[config.mk]
export PLATFORM = sky130hd
export DESIGN_NAME = mem_arbiter_flat
export DESIGN_NICKNAME = d
export VERILOG_FILES = /design/src/rtl/mem_arbiter_pkg.sv /design/src/rtl/mem_arbiter_if.sv /design/src/rtl/mem_arbiter_pick.sv /design/src/rtl/mem_arbiter.sv /design/src/flat_wrapper.sv
export SDC_FILE = /design/constraint.sdc
export NUM_CORES = 1
export LEC_CHECK = 0
export BUFFER_PORTS_ARGS = -buffer_cell sky130_fd_sc_hd__buf_2
export CAP_MARGIN = 20
export CORE_MARGIN = 3
export CORE_UTILIZATION = 47
export CTS_CLUSTER_SIZE = 40
export DETAILED_ROUTE_END_ITERATION = 10
export GPL_TIMING_DRIVEN = 0
export PLACE_DENSITY = 0.77
export SETUP_SLACK_MARGIN = 0.5
export SKIP_LAST_GASP = 1
export SLEW_MARGIN = 25
export SYNTH_ARGS = -nofsm -noshare
export SYNTH_HDL_FRONTEND = slang
export SYNTH_SLANG_ARGS = --single-unit
export TNS_END_PERCENT = 1
[constraint.sdc]
create_clock -name clk -period 2.1 [get_ports clk]
set_clock_uncertainty 0.2 [all_clocks]
set_input_delay 0 -clock clk [delete_from_list [all_inputs] [get_ports clk]]
set_output_delay 0 -clock clk [all_outputs]
set_load 0.01 [all_outputs]
[src/rtl/mem_arbiter_pkg.sv]
// mem_arb_pkg: shared state encoding and port-select constants for the
// fetch/data memory arbiter.
package mem_arb_pkg;

    typedef enum logic [1:0] {
        ST_IDLE   = 2'd0,
        ST_ACCESS = 2'd1,
        ST_RESP   = 2'd2
    } state_e;

    // Port identifiers carried in the grant register.
    localparam logic PORT_F = 1'b0;
    localparam logic PORT_D = 1'b1;

endpackage

[src/rtl/mem_arbiter_if.sv]
// mem_arbiter_if: requester ports, memory-side bus and status of the arbiter.
//
// Handshake: a requester raises *_req with its payload (address, we, wdata)
// stable and holds it until the matching *_ack. The ack is a single-cycle
// pulse, and for reads the matching *_rdata is valid in that same cycle and
// is held until the port's next read ack. A req that is dropped before it is
// granted is withdrawn silently and never gets an ack.
interface mem_arbiter_if #(
    parameter int DATA_WIDTH = 8,
    parameter int ADDR_WIDTH = 10
);
    logic                  f_req;
    logic [ADDR_WIDTH-1:0] f_addr;
    logic                  f_ack;
    logic [DATA_WIDTH-1:0] f_rdata;

    logic                  d_req;
    logic                  d_we;
    logic [ADDR_WIDTH-1:0] d_addr;
    logic [DATA_WIDTH-1:0] d_wdata;
    logic                  d_ack;
    logic [DATA_WIDTH-1:0] d_rdata;

    logic                  mem_oe;
    logic                  mem_we;
    logic [ADDR_WIDTH-1:0] mem_addr;
    logic [DATA_WIDTH-1:0] mem_wdata;
    logic [DATA_WIDTH-1:0] mem_rdata;

    logic                  busy;

    // Arbiter side.
    modport slave (
        input  f_req, f_addr, d_req, d_we, d_addr, d_wdata, mem_rdata,
        output f_ack, f_rdata, d_ack, d_rdata,
        output mem_oe, mem_we, mem_addr, mem_wdata, busy
    );

    // Requesters plus memory side.
    modport master (
        output f_req, f_addr, d_req, d_we, d_addr, d_wdata, mem_rdata,
        input  f_ack, f_rdata, d_ack, d_rdata,
        input  mem_oe, mem_we, mem_addr, mem_wdata, busy
    );
endinterface

[src/rtl/mem_arbiter_pick.sv]
// mem_arb_pick: combinational grant selection between the fetch and data
// ports. Default build: data has priority until the starve counter reaches
// STARVE_MAX, then a waiting fetch wins. With MEM_ARB_RR_EN defined: strict
// round-robin, rr_ptr names the port that wins the next tie.
module mem_arb_pick
    import mem_arb_pkg::*;
#(
    parameter int STARVE_MAX = 4,
    parameter int CNT_W      = 3
) (
    input  logic             f_req,
    input  logic             d_req,
`ifdef MEM_ARB_RR_EN
    input  logic             rr_ptr,
`else
    input  logic [CNT_W-1:0] starve_cnt,
`endif
    output logic             grant_valid,
    output logic             grant_port
);

    // Pick the winner among the currently pending requests.
    always_comb begin
        grant_valid = f_req | d_req;
        grant_port  = PORT_F;
`ifdef MEM_ARB_RR_EN
        if (f_req && d_req)
            grant_port = rr_ptr;
        else if (d_req)
            grant_port = PORT_D;
`else
        if (d_req && !(f_req && (starve_cnt == CNT_W'(STARVE_MAX))))
            grant_port = PORT_D;
`endif
    end

endmodule

[src/rtl/mem_arbiter.sv]
// mem_arbiter: shares one registered single-port memory between a fetch
// port (read only) and a data port (read/write). Each access runs
// IDLE -> ACCESS -> RESP, so at most one access every three cycles.
// Optional macro MEM_ARB_RR_EN selects round-robin arbitration instead of
// data priority with a fetch starvation limit.
module mem_arbiter
    import mem_arb_pkg::*;
#(
    parameter int DATA_WIDTH = 8,
    parameter int ADDR_WIDTH = 10,
    parameter int STARVE_MAX = 4
) (
    input  logic         clk,
    input  logic         rst,
    mem_arbiter_if.slave bus,
    output logic [1:0]   dbg_state
);

    localparam logic [1:0] S_IDLE   = ST_IDLE;
    localparam logic [1:0] S_ACCESS = ST_ACCESS;
    localparam logic [1:0] S_RESP   = ST_RESP;

    logic [1:0]            state;
    logic                  port_q;
    logic                  we_q;
    logic [ADDR_WIDTH-1:0] addr_q;
    logic [DATA_WIDTH-1:0] wdata_q;
    logic [DATA_WIDTH-1:0] f_rdata_q;
    logic [DATA_WIDTH-1:0] d_rdata_q;
    logic                  grant_valid;
    logic                  grant_port;
    logic                  take;
    logic                  f_ack_i;
    logic                  d_ack_i;

    // Requests are only looked at in IDLE.
    assign take = (state == S_IDLE) && grant_valid;

`ifdef MEM_ARB_RR_EN
    logic rr_ptr;

    mem_arb_pick #(
        .STARVE_MAX (STARVE_MAX),
        .CNT_W      (1)
    ) u_pick (
        .f_req       (bus.f_req),
        .d_req       (bus.d_req),
        .rr_ptr      (rr_ptr),
        .grant_valid (grant_valid),
        .grant_port  (grant_port)
    );

    // After every grant the other port gets priority on the next tie.
    always_ff @(posedge clk) begin
        if (rst)
            rr_ptr <= PORT_F;
        else if (take)
            rr_ptr <= ~grant_port;
    end
`else
    localparam int CNT_W = $clog2(STARVE_MAX + 1);
    logic [CNT_W-1:0] starve_cnt;

    mem_arb_pick #(
        .STARVE_MAX (STARVE_MAX),
        .CNT_W      (CNT_W)
    ) u_pick (
        .f_req       (bus.f_req),
        .d_req       (bus.d_req),
        .starve_cnt  (starve_cnt),
        .grant_valid (grant_valid),
        .grant_port  (grant_port)
    );

    // Count data grants taken while fetch waits; a fetch grant or an idle fetch port clears it.
    always_ff @(posedge clk) begin
        if (rst || !bus.f_req)
            starve_cnt <= '0;
        else if (take) begin
            if (grant_port == PORT_F)
                starve_cnt <= '0;
            else if (starve_cnt != CNT_W'(STARVE_MAX))
                starve_cnt <= starve_cnt + CNT_W'(1);
        end
    end
`endif

    // Access sequencer: latch the winner in IDLE, drive memory in ACCESS, capture read data in RESP.
    always_ff @(posedge clk) begin
        if (rst) begin
            state     <= S_IDLE;
            port_q    <= PORT_F;
            we_q      <= 1'b0;
            addr_q    <= '0;
            wdata_q   <= '0;
            f_rdata_q <= '0;
            d_rdata_q <= '0;
        end else begin
            case (state)
                S_IDLE: begin
                    if (grant_valid) begin
                        state  <= S_ACCESS;
                        port_q <= grant_port;
                        if (grant_port == PORT_D) begin
                            we_q    <= bus.d_we;
                            addr_q  <= bus.d_addr;
                            wdata_q <= bus.d_wdata;
                        end else begin
                            we_q    <= 1'b0;
                            addr_q  <= bus.f_addr;
                        end
                    end
                end
                S_ACCESS: state <= S_RESP;
                S_RESP: begin
                    state <= S_IDLE;
                    if (port_q == PORT_F)
                        f_rdata_q <= bus.mem_rdata;
                    else if (!we_q)
                        d_rdata_q <= bus.mem_rdata;
                end
                default: state <= S_IDLE;
            endcase
        end
    end

    // A reset arriving during RESP swallows the ack, so the ack is gated by rst.
    assign f_ack_i = (state == S_RESP) && (port_q == PORT_F) && !rst;
    assign d_ack_i = (state == S_RESP) && (port_q == PORT_D) && !rst;

    assign bus.f_ack     = f_ack_i;
    assign bus.d_ack     = d_ack_i;
    // Memory data is passed straight through in the ack cycle, then held in the register.
    assign bus.f_rdata   = f_ack_i ? bus.mem_rdata : f_rdata_q;
    assign bus.d_rdata   = (d_ack_i && !we_q) ? bus.mem_rdata : d_rdata_q;
    assign bus.mem_oe    = (state == S_ACCESS);
    assign bus.mem_we    = (state == S_ACCESS) && (port_q == PORT_D) && we_q;
    assign bus.mem_addr  = addr_q;
    assign bus.mem_wdata = wdata_q;
    assign bus.busy      = (state != S_IDLE);
    assign dbg_state     = state;

endmodule

[src/flat_wrapper.sv]
// flat-port wrapper written by rule: the top's interface ports become plain ports
module mem_arbiter_flat import mem_arb_pkg::*;
#(
    parameter int DATA_WIDTH = 8,
    parameter int ADDR_WIDTH = 10,
    parameter int STARVE_MAX = 4
)
  (clk, rst, dbg_state, bus_f_req, bus_f_addr, bus_d_req, bus_d_we, bus_d_addr, bus_d_wdata, bus_mem_rdata, bus_f_ack, bus_f_rdata, bus_d_ack, bus_d_rdata, bus_mem_oe, bus_mem_we, bus_mem_addr, bus_mem_wdata, bus_busy);
  mem_arbiter_if #(.DATA_WIDTH(DATA_WIDTH), .ADDR_WIDTH(ADDR_WIDTH)) bus_i ();
  input  logic clk;
  input  logic rst;
  output logic [1:0] dbg_state;
  input wire logic [$bits(bus_i.f_req)-1:0] bus_f_req;
  input wire logic [$bits(bus_i.f_addr)-1:0] bus_f_addr;
  input wire logic [$bits(bus_i.d_req)-1:0] bus_d_req;
  input wire logic [$bits(bus_i.d_we)-1:0] bus_d_we;
  input wire logic [$bits(bus_i.d_addr)-1:0] bus_d_addr;
  input wire logic [$bits(bus_i.d_wdata)-1:0] bus_d_wdata;
  input wire logic [$bits(bus_i.mem_rdata)-1:0] bus_mem_rdata;
  output wire logic [$bits(bus_i.f_ack)-1:0] bus_f_ack;
  output wire logic [$bits(bus_i.f_rdata)-1:0] bus_f_rdata;
  output wire logic [$bits(bus_i.d_ack)-1:0] bus_d_ack;
  output wire logic [$bits(bus_i.d_rdata)-1:0] bus_d_rdata;
  output wire logic [$bits(bus_i.mem_oe)-1:0] bus_mem_oe;
  output wire logic [$bits(bus_i.mem_we)-1:0] bus_mem_we;
  output wire logic [$bits(bus_i.mem_addr)-1:0] bus_mem_addr;
  output wire logic [$bits(bus_i.mem_wdata)-1:0] bus_mem_wdata;
  output wire logic [$bits(bus_i.busy)-1:0] bus_busy;
  assign bus_i.f_req = bus_f_req;
  assign bus_i.f_addr = bus_f_addr;
  assign bus_i.d_req = bus_d_req;
  assign bus_i.d_we = bus_d_we;
  assign bus_i.d_addr = bus_d_addr;
  assign bus_i.d_wdata = bus_d_wdata;
  assign bus_i.mem_rdata = bus_mem_rdata;
  assign bus_f_ack = bus_i.f_ack;
  assign bus_f_rdata = bus_i.f_rdata;
  assign bus_d_ack = bus_i.d_ack;
  assign bus_d_rdata = bus_i.d_rdata;
  assign bus_mem_oe = bus_i.mem_oe;
  assign bus_mem_we = bus_i.mem_we;
  assign bus_mem_addr = bus_i.mem_addr;
  assign bus_mem_wdata = bus_i.mem_wdata;
  assign bus_busy = bus_i.busy;
  mem_arbiter #(.DATA_WIDTH(DATA_WIDTH), .ADDR_WIDTH(ADDR_WIDTH), .STARVE_MAX(STARVE_MAX)) u_core (.clk(clk), .rst(rst), .bus(bus_i), .dbg_state(dbg_state));
endmodule
-- After elaboration in Yosys (flattened, before gate mapping)
Index checks and enable logic that the tools add are counted.
- order comparisons: 0
- equal/unequal tests: 6
- shift-type cells: 0
- div/mod/pow operators: 0
- add/sub/neg operators: 1
- multipliers: 0
- reductions and logical operators: 22
- bitwise gates (word level): 3
- multiplexer cells: 9
- operator list (kind ; count):
    8-bit 2-to-1 mux ; 2
    1-bit logical AND ; 10
    10-bit 2-to-1 mux ; 1
    3-bit 2-to-1 mux ; 2
    2-bit AND reduction ; 3
    3-bit AND reduction ; 2
    1-bit zero test ; 4
    2-bit one-hot mux with 2 select lines ; 1
    3-bit by 1-bit adder with 3-bit output, second input constant ; 1
    3-bit equality test, second input constant ; 1
    3-bit != test, second input constant ; 1
    2-bit by 1-bit equality test with 1-bit output, second input constant ; 1
    2-bit equality test, second input constant ; 1
    2-bit zero test ; 1
    1-bit 2-to-1 mux ; 2
    2-bit 2-to-1 mux ; 1
    2-bit by 1-bit != test with 1-bit output, second input constant ; 1
    2-bit != test, second input constant ; 1
    1-bit NOT ; 2
    2-bit nonzero test ; 1
    1-bit logical OR ; 1
    1-bit bitwise OR ; 1
- input bits: 41
- latch bits: 0
- word-level logic and storage cells: 49
- flip-flop bits (word level): 41
- ROM bits: 0
- memories: 0
- output and inout bits: 41
- RAM bits: 0

-- Depth between registers and ports, before layout
Gate-level depths: netlist of the first run.
- depth in word-level cells: 7
- gate-level depth with buffers: 7
- mapped depth without buffers: 5

-- Modules after synthesis
A second synthesis of the first run with hierarchy kept.
- cells, all modules: 183
- area, all modules: 1835.5 sq um
- by module, submodules not included (module ; times used ; sequential area each (sq um) ; cells an instance ; area an instance (sq um)):
    mem_arbiter ; 1 ; 820.8 ; 180 ; 1816.7
    mem_arb_pick ; 1 ; 0.0 ; 3 ; 18.8

-- Least setup slack after synthesis of the first run
No wires, ideal clock.
- kind: flip-flop to output port
- start point: register u_core.state[0], in the netlist u_core.dbg_state[0]
- end point: output port bus_f_rdata[5]
- data arrival time: 1455 ps
- cell stages (with the launch flop): 5
- buffers on the path: 2
- path slack: 445 ps
- data required time: 1900 ps
- path through: dfxtp_1 > buf_6 > nor4b_4 > buf_6 > mux2_4
- word-level cells in the longest chain between the ends: 4
- ends and longest elaborated chain (item ; RTL line ; RTL):
    start, declared ; mem_arbiter.sv:23 ; logic [1:0] state;
    start signal, assigned ; mem_arbiter.sv:91 ; state <= S_IDLE;
    start signal, assigned ; mem_arbiter.sv:102 ; state <= S_ACCESS;
    start signal, assigned ; mem_arbiter.sv:114 ; S_ACCESS: state <= S_RESP;
    2-bit equality test ; mem_arbiter.sv:128 ; assign f_ack_i = (state == S_RESP) && (port_q == PORT_F) && !rst;
    1-bit logical AND (2 in a row) ; mem_arbiter.sv:128 ;
    named net bus_f_ack ; flat_wrapper.sv:20 ; output wire logic [$bits(bus_i.f_ack)-1:0] bus_f_ack;
    8-bit 2-to-1 mux ; mem_arbiter.sv:134 ; assign bus.f_rdata = f_ack_i ? bus.mem_rdata : f_rdata_q;
    end, declared ; flat_wrapper.sv:21 ; output wire logic [$bits(bus_i.f_rdata)-1:0] bus_f_rdata;
The timed path passes the listed nets, and every way through them passes these cells.

-- Final worst setup path of the first run
- start point: register u_core.port_q
- end point: output port bus_d_rdata[3]
- word-level cells in the longest chain between the ends: 4
- ends and longest elaborated chain (item ; RTL line ; RTL):
    start, declared ; mem_arbiter.sv:24 ; logic port_q;
    start signal, assigned ; mem_arbiter.sv:103 ; port_q <= grant_port;
    1-bit logical AND (2 in a row) ; mem_arbiter.sv:129 ; assign d_ack_i = (state == S_RESP) && (port_q == PORT_D) && !rst;
    1-bit logical AND ; mem_arbiter.sv:135 ; assign bus.d_rdata = (d_ack_i && !we_q) ? bus.mem_rdata : d_rdata_q;
    8-bit 2-to-1 mux ; mem_arbiter.sv:135 ;
    end, declared ; flat_wrapper.sv:23 ; output wire logic [$bits(bus_i.d_rdata)-1:0] bus_d_rdata;
No other way between the ends.

==> impl_summary.txt, run 1 <==
----------------------------------------------------
[Global route]
  Overall Global Routing Usage ... between 20% and 30%
  Number of antenna violations at the first check in global routing ... 0
  Largest net degree at the start of global routing ... 12
  GR Overflow Total ... 0
  Number of global-route vias before repair ... ~2200
  Global-route wire length before repair ... just over 10000 um

[Clocking]
  # clock sinks ... 41
  TritonCTS clock tree ... yes
  Clock root buffer ... sky130_fd_sc_hd__clkbuf_8
  Buffers from clock root to sink, at most ... 2
  H-tree depth ... 2
  Num CTS Buffers ... 5
  Clock-pin slew reported for the worst setup and hold paths after clock tree synthesis ... 0.07 ns
  Clock Latency Late Sink ... around 0.30 ns

[Synthesis]
  Area fraction in compound gates after synthesis ... 24.75%
  Total number of yosys warnings ... 0
  Share of cell area taken by muxes after synthesis ... a little over a tenth
  Syn nets ... between 200 and 250
  Simple-gate portion of the synthesized area ... 14.18%
  Number of distinct library cells after synthesis ... 31
  Avg Cell Area, Syn ... between 9 and 10 um^2
  Dominant combinational cell family by area after synthesis ... compound AO/OA/AOI/OAI gates
  Post-synthesis sequential element count ... a little over 40
  Number of standard cells after synthesis ... just under 200
  Parity-gate share of the synthesized area counting xor and xnor cells ... 0%
  Area share of fa/ha/maj cells after synthesis ... under 10%
  Mapped cell area ... 1906 um^2
  Portion of the post-synthesis area used by sequential elements ... a little over two fifths

[Route]
  Vias per std cell ... between 5 and 6
  Number of design-rule violations left by the first detailed-router iteration ... between 150 and 200
  Routed vias ... 2160
  Number of nets with antenna violations after routing ... 0
  Detailed-routing iteration count for the pre-antenna-repair pass ... 4
  Post-route DRC ... 0
  Detailed-route wire length per cell ... around 17 um
  Aggregate routed wire length ... around 6500 um

[Timing]
  Rel. slew slack ... slightly above 60%
  PnR worst setup slack ... 0.1601 ns
  Max Fclk ... 515.5 MHz
  Slew at the pin closest to its max-slew limit ... slightly below 0.6 ns
  Minimum hold slack ... about 0.047 ns
  Number of max-slew violations in the final report ... 0
  Unrepaired setup endpoints after global routing ... true
  Final total negative setup slack ... 0 ns
  Min Tclk post-route ... ~1.9 ns
  Number of setup violations in the final report ... 0
  Final Hold Viols ... 0
  Ratio of final minimum period to clock period ... 92.37%

[Power]
  Seq pwr share ... between 40% and 50%
  Cell internal pwr ... roughly 1.3 mW
  Worst vdd rail ir drop ... 425.9 uV
  Static leakage power ... about 1.4 nW
  Net Sw Frac ... 27.52%
  Combinational cell fraction of total power ... 22.8%
  Post-layout power ... 1.783 mW
  Part of the total power dissipated in the clock network ... between 20% and 30%
  Switching power ... about 0.49 mW
  Total power divided by cell area ... ~570 nW/um^2

[Layout]
  Post-layout nets ... between 300 and 400
  Area used by multi-input combinational logic ... 1033 um^2
  Synth-to-Final Area Change ... 63.10%
  Ratio of cells with drive above 1 in the final layout ... a little over two fifths
  Most common cell after layout, fill and taps aside ... sky130_fd_sc_hd__buf_2
  Ant diodes ... 0
  Highest-count cells in the layout ignoring fill and taps ... sky130_fd_sc_hd__buf_2, sky130_fd_sc_hd__dlygate4sd3_1, sky130_fd_sc_hd__dfxtp_1, sky130_fd_sc_hd__a21oi_1, sky130_fd_sc_hd__nand3_1
  FILL cells ... about 250
  Area taken by flip-flops and latches ... between 800 and 900 um^2
  Final Instance Count excl. Fillers ... about 380

[Setup path]
  Launch point of the critical path ... u_core.port_q
  Worst path cell trace ... nand2_4 > nor4_4 > buf_4 > mux2_4 > buf_6
  Maximum fanout count along the critical path ... 5
  Startpoint of the lowest-slack register-to-register path ... u_core.dbg_state[0]
  Slowest library cell on the worst path ... sky130_fd_sc_hd__dfxtp_4
  Largest delay contributor family on the critical path ... simple AND/OR/NAND/NOR gates
  Number of buffer and inverter instances along the worst setup path ... 2
  Kind of end point of the critical path ... output port
  Startpoint class of the critical path ... flip-flop
  Arr. time, crit path ... approximately 1.7 ns
  WS Path Type ... reg2out
  Required time of the critical path ... between 1.5 and 2 ns
  Crit path largest cell delay ... 0.39 ns

[Place]
  Number of I/O port buffers ... 79
  Final GP Congestion ... roughly 0.86
  Post-detail-place hpwl ... around 3600 um
  Total placed cells including tap cells ... between 300 and 400
  Minimum setup slack after placement ... a little over 0.2 ns

[Job]
  Max-capacitance violation count ... 0

[Die]
  IO Pins ... 82
  Horizontal die dimension ... between 60 and 70 um
  Die Height ... between 60 and 70 um
  Die ar. ... ~4900 um^2
  Starting density of the core ... approximately half
  Placeable core area ... about 3800 um^2
  Row count ... 22

[Outcome]
  Run status ... complete, no violations

[Worst hold path]
  Worst min-delay path category ... in2reg
  Startpoint of the tightest hold check path ... rst

----------------------------------------------------
cells in the mapped netlist:
cell / count / share of area (%)
sky130_fd_sc_hd__nand4_1: 2 / 0.66
sky130_fd_sc_hd__buf_2: 5 / 1.3
sky130_fd_sc_hd__dfxtp_1: 41 / 43
sky130_fd_sc_hd__or3b_2: 1 / 0.46
sky130_fd_sc_hd__ha_1: 2 / 1.3
sky130_fd_sc_hd__nor4b_4: 1 / 1.2
sky130_fd_sc_hd__or2_2: 1 / 0.33
sky130_fd_sc_hd__and3_2: 1 / 0.39
sky130_fd_sc_hd__inv_2: 1 / 0.20
sky130_fd_sc_hd__nor3b_1: 2 / 0.79
sky130_fd_sc_hd__a22o_2: 8 / 4.2
sky130_fd_sc_hd__nor2b_1: 1 / 0.33
sky130_fd_sc_hd__mux2_2: 14 / 8.3
sky130_fd_sc_hd__clkbuf_1: 7 / 1.4
sky130_fd_sc_hd__nand3_1: 20 / 5.3
sky130_fd_sc_hd__nor4_4: 1 / 1.1
sky130_fd_sc_hd__nor2_2: 1 / 0.33
sky130_fd_sc_hd__inv_1: 4 / 0.79
sky130_fd_sc_hd__a22o_1: 8 / 3.7
sky130_fd_sc_hd__nand2_1: 6 / 1.2
sky130_fd_sc_hd__o31a_2: 1 / 0.53
sky130_fd_sc_hd__a21oi_1: 23 / 6.0
sky130_fd_sc_hd__nor3_1: 2 / 0.53
sky130_fd_sc_hd__and2_1: 1 / 0.33
sky130_fd_sc_hd__a311oi_1: 11 / 5.1
sky130_fd_sc_hd__nor2_1: 3 / 0.59
sky130_fd_sc_hd__and3_1: 1 / 0.33
sky130_fd_sc_hd__mux2_4: 3 / 2.4
sky130_fd_sc_hd__nand2b_1: 1 / 0.33
sky130_fd_sc_hd__o21ai_0: 20 / 5.3
sky130_fd_sc_hd__buf_6: 4 / 2.4
cell families (layout without fill, tap and decap cells):
kind of cell / count (synthesis) / after routing
buffers and inverters: 21 / 160
multiplexers: 17 / 17
AO/OA/AOI/OAI: 71 / 71
AND/OR/NAND/NOR: 45 / 45
flip-flops: 41 / 41
adder cells (fa/ha/maj): 2 / 2
cell type report:
cell class / instances / share of cell area (%)
tap: 48 / 1.932
sequential: 41 / 26.69
multi-input combinational: 135 / 33.25
inverter: 5 / 0.6039
clock buffer: 7 / 2.778
timing repair buffer: 132 / 31.52
buffer: 16 / 3.221
what timing repair did:
action / CTS / global route
endpoints found under the hold margin: 41 / 0
gates resized for setup: 14 / 21
pin swaps: 2 / 2
buffers inserted: 8 / 3
endpoints found under the setup margin: 55 / 51
hold buffers: 42 / 0
worst reg2reg max path: cells and delay by family, from the launching register on:
| family | cells | cell delay [ns] |
|---|---|---|
| simple gates | 1 | 0.43 |
| compound gates | 2 | 0.29 |
| buf+inv | 3 | 0.47 |
| flops | 1 | 0.33 |
layer usage:
layer / routed length [um] / global-route usage [%] / up-vias
met1: 2506 / 30.87 / 1012
met5: 0 / 0 / -
li1: - / - / 1025
met2: 3323 / 44.92 / 96
met4: 272 / 13.40 / 0
met3: 361 / 5.942 / 27
through the flow:
step / instance area, um^2 / utilization [%]
floorplan: 1908 / -
global placement: 2364 / 62.67
detailed placement: 2364 / 62.67
CTS: 2998 / 79.50
global route: 3108 / 82.42
finish: 3108 / 82.42
sequential cells by signal, summed over array words and instances, names as in the netlist:
register	count
u_core.we_q	1
u_core.port_q	1
u_core.bus.mem_wdata	8
u_core.f_rdata_q	8
u_core.dbg_state	2
u_core.bus.mem_addr	10
u_core.d_rdata_q	8
u_core.starve_cnt	3
worst paths after layout:
path,slack [ns],end,cells after the start
worst max-delay path,0.16,bus_d_rdata[3],5
worst min-delay path,0.05,u_core.bus.mem_wdata[6],3
worst max register to register,0.25,u_core.bus.mem_wdata[4],6
worst min register to register,0.27,u_core.bus.mem_wdata[3],2
power groups by stage:
stage	Combinational (mW)	Sequential, mW	Clock (mW)
finish	0.407	0.854	0.522
global route	0.439	0.859	0.572
CTS	0.379	0.851	0.524
detailed placement	0.300	0.868	0
global placement	0.295	0.867	0
floorplan	0.157	0.882	0
(Power assumes the default switching activity.)
==> run 2, diff against run 1 <==
--- a/config.mk
+++ b/config.mk
@@ -8,11 +8,12 @@
 export BUFFER_PORTS_ARGS = -buffer_cell sky130_fd_sc_hd__buf_2
 export CAP_MARGIN = 20
 export CORE_MARGIN = 3
-export CORE_UTILIZATION = 47
+export CORE_UTILIZATION = 49
+export CTS_BUF_LIST = sky130_fd_sc_hd__clkbuf_4 sky130_fd_sc_hd__clkbuf_8
 export CTS_CLUSTER_SIZE = 40
 export DETAILED_ROUTE_END_ITERATION = 10
 export GPL_TIMING_DRIVEN = 0
-export PLACE_DENSITY = 0.77
+export PLACE_DENSITY = 0.88
 export SETUP_SLACK_MARGIN = 0.5
 export SKIP_LAST_GASP = 1
 export SLEW_MARGIN = 25
==> run 2 against run 1 <==
Compared with the run above:
- final cell count grew 1.8%
- largest cell class unchanged
- clock-buffer cell count fell by 2
- critical path depth increased by 1
- critical path type is now reg2reg
- register-to-register slack worse by 0.23 ns
- hold slack worse by 0.025 ns
- routed wire length increased by 35%
- combinational power grew 7.4%
==> impl_summary.txt, run 2 (synthesis gave the netlist of run 1 again) <==
----------------------------------------------------
[Timing]
  Ratio of final minimum period to clock period ... 98.85% (was 92.37%)
  Min Tclk post-route ... 2.076 ns (was 1.940 ns)
  Number of max-slew violations in the final report ... 0 (unchanged)
  Number of setup violations in the final report ... 0 (unchanged)
  PnR worst setup slack ... 0.02408 ns (was 0.1601 ns)
  Max Fclk ... 481.7 MHz (was 515.5 MHz)
  Final total negative setup slack ... 0 ns (unchanged)
  Final Hold Viols ... 0 (unchanged)
  Rel. slew slack ... 61.35% (was 60.81%)
  Minimum hold slack ... 0.02201 ns (was 0.04655 ns)
  Slew at the pin closest to its max-slew limit ... 0.5776 ns (was 0.5857 ns)
  Unrepaired setup endpoints after global routing ... true (unchanged)

[Layout]
  Most common cell after layout, fill and taps aside ... sky130_fd_sc_hd__buf_2 (unchanged)
  Flip-flop count of the largest register after layout ... 10 (unchanged)
  Area taken by flip-flops and latches ... 829.5 um^2 (unchanged)
  Final Instance Count excl. Fillers ... 391 (was 384)
  Ratio of cells with drive above 1 in the final layout ... 43.86% (was 42.86%)
  Highest-count cells in the layout ignoring fill and taps ... sky130_fd_sc_hd__buf_2, sky130_fd_sc_hd__dlygate4sd3_1, sky130_fd_sc_hd__dfxtp_1, sky130_fd_sc_hd__a21oi_1, sky130_fd_sc_hd__nand3_1 (unchanged)
  Post-layout nets ... 384 (was 379)
  Area used by multi-input combinational logic ... 1016 um^2 (was 1033 um^2)
  FILL cells ... 193 (was 247)
  Synth-to-Final Area Change ... 64.02% (was 63.10%)

[Global route]
  Number of global-route vias before repair ... 2241 (was 2194)
  Global-route wire length before repair ... 11070 um (was 10360 um)
  Largest net degree at the start of global routing ... 14 (was 12)
  Overall Global Routing Usage ... 32.66% (was 26.37%)
  Number of antenna violations at the first check in global routing ... 1 (was 0)
  GR Overflow Total ... 0 (unchanged)

[Route]
  Aggregate routed wire length ... 8729 um (was 6464 um)
  Number of design-rule violations left by the first detailed-router iteration ... 271 (was 154)
  Number of nets with antenna violations after routing ... 0 (unchanged)
  Post-route DRC ... 0 (unchanged)
  Routed vias ... 2486 (was 2160)
  Detailed-routing iteration count for the pre-antenna-repair pass ... 5 (was 4)
  Vias per std cell ... 6.358 (was 5.625)
  Detailed-route wire length per cell ... 22.32 um (was 16.83 um)

[Clocking]
  TritonCTS clock tree ... yes (unchanged)
  Clock Latency Late Sink ... 0.31 ns (was 0.30 ns)
  Clock-pin slew reported for the worst setup and hold paths after clock tree synthesis ... 0.08 ns (was 0.07 ns)
  Buffers from clock root to sink, at most ... 2 (unchanged)
  Clock root buffer ... sky130_fd_sc_hd__clkbuf_8 (unchanged)
  # clock sinks ... 41 (unchanged)
  Num CTS Buffers ... 5 (unchanged)
  H-tree depth ... 2 (unchanged)

[Setup path]
  Maximum fanout count along the critical path ... 10 (was 5)
  Kind of end point of the critical path ... flip-flop (was output port)
  Required time of the critical path ... 2.10 ns (was 1.90 ns)
  Arr. time, crit path ... 2.08 ns (was 1.74 ns)
  Startpoint class of the critical path ... flip-flop (unchanged)
  WS Path Type ... reg2reg (was reg2out)

[Place]
  Minimum setup slack after placement ... 0.1660 ns (was 0.2014 ns)
  Number of I/O port buffers ... 79 (unchanged)
  Final GP Congestion ... 0.8116 (was 0.8609)
  Total placed cells including tap cells ... 324 (unchanged)
  Post-detail-place hpwl ... 3618 um (was 3585 um)

[Die]
  Horizontal die dimension ... 68.36 um (was 69.68 um)
  Die ar. ... 4673 um^2 (was 4855 um^2)
  Row count ... 22 (unchanged)
  Starting density of the core ... 51.28% (was 50.53%)
  Die Height ... 68.36 um (was 69.68 um)
  Placeable core area ... 3716 um^2 (was 3771 um^2)
  IO Pins ... 82 (unchanged)

[Worst hold path]
  Worst min-delay path category ... in2reg (unchanged)

[Power]
  Worst vdd rail ir drop ... 540.3 uV (was 425.9 uV)
  Static leakage power ... 1.424 nW (was 1.405 nW)
  Total power divided by cell area ... 583.6 nW/um^2 (was 573.6 nW/um^2)

[Job]
  Max-capacitance violation count ... 0 (unchanged)

[Outcome]
  Run status ... complete, no violations (unchanged)

----------------------------------------------------
-- run 2: cell types whose count changed in the layout (fill, tap and decap cells not counted), sizes merged --
cell / delta
buf: +6
diode: +1
clkinv: +2
clkbuf: -3
clkinvlp: +1
-- run 2: per-stage QoR --
stage                     total power, mW  area (um^2)  utilization (%)
final                               1.824         3126            84.11
after global placement              1.159         2364            63.60
after CTS                           1.731         2999            80.71
after floorplan                     1.040         1908                -
after detailed placement            1.167         2364            63.60
after global routing                1.882         3126            84.11
-- run 2: critical path, cell delays in order, from the launching register on --
cell                       delay [ns]
sky130_fd_sc_hd__dfxtp_2         0.34
sky130_fd_sc_hd__buf_6           0.13
sky130_fd_sc_hd__buf_4           0.16
sky130_fd_sc_hd__nor2_1          0.31
sky130_fd_sc_hd__buf_2           0.32
sky130_fd_sc_hd__a21oi_1         0.17
sky130_fd_sc_hd__a311oi_1        0.35
-- run 2: power by group --
part	internal [mW]	switching (mW)	leakage [nW]
logic	0.211	0.227	1.04
registers	0.823	0.0373	0.337
clock network	0.229	0.297	0.0439
total	1.26	0.561	1.42
-- run 2: metal layers --
metal / global-route usage, % / part of all wire, %
met3: 10.18 / 8.4
met5: 0 / 0
met4: 22.33 / 8.4
met1: 35.08 / 34
met2: 54.39 / 49
-- run 2: final timing paths --
check                          startpoint                      end  slack [ns]  depth (start not counted)
setup / recovery      u_core.dbg_state[0]   u_core.bus.mem_addr[2]        0.02                          6
hold / removal                  bus_d_req     u_core.starve_cnt[2]        0.02                          4
setup reg to reg      u_core.dbg_state[0]   u_core.bus.mem_addr[2]        0.02                          6
hold reg to reg   u_core.bus.mem_wdata[2]  u_core.bus.mem_wdata[2]        0.27                          2
-- run 2: layout make-up --
class	instances	area share [%]
Sequential cell	41	26.54
Buffer	16	3.122
Clock inverter	3	0.5604
Clock buffer	5	2.202
Multi-Input combinational cell	135	32.51
Timing Repair Buffer	137	32.47
Tap cell	48	1.922
Inverter	5	0.6005
Antenna cell	1	0.08006
-- run 2: repair_timing --
| item | 4_1_cts | 5_1_grt |
|---|---|---|
| hold buffers | 42 | 0 |
| buffers inserted | 5 | 11 |
| endpoints found under the hold margin | 41 | 0 |
| resized for setup | 20 | 10 |
| pin swaps | 2 | 3 |
| endpoints found under the setup margin | 47 | 44 |
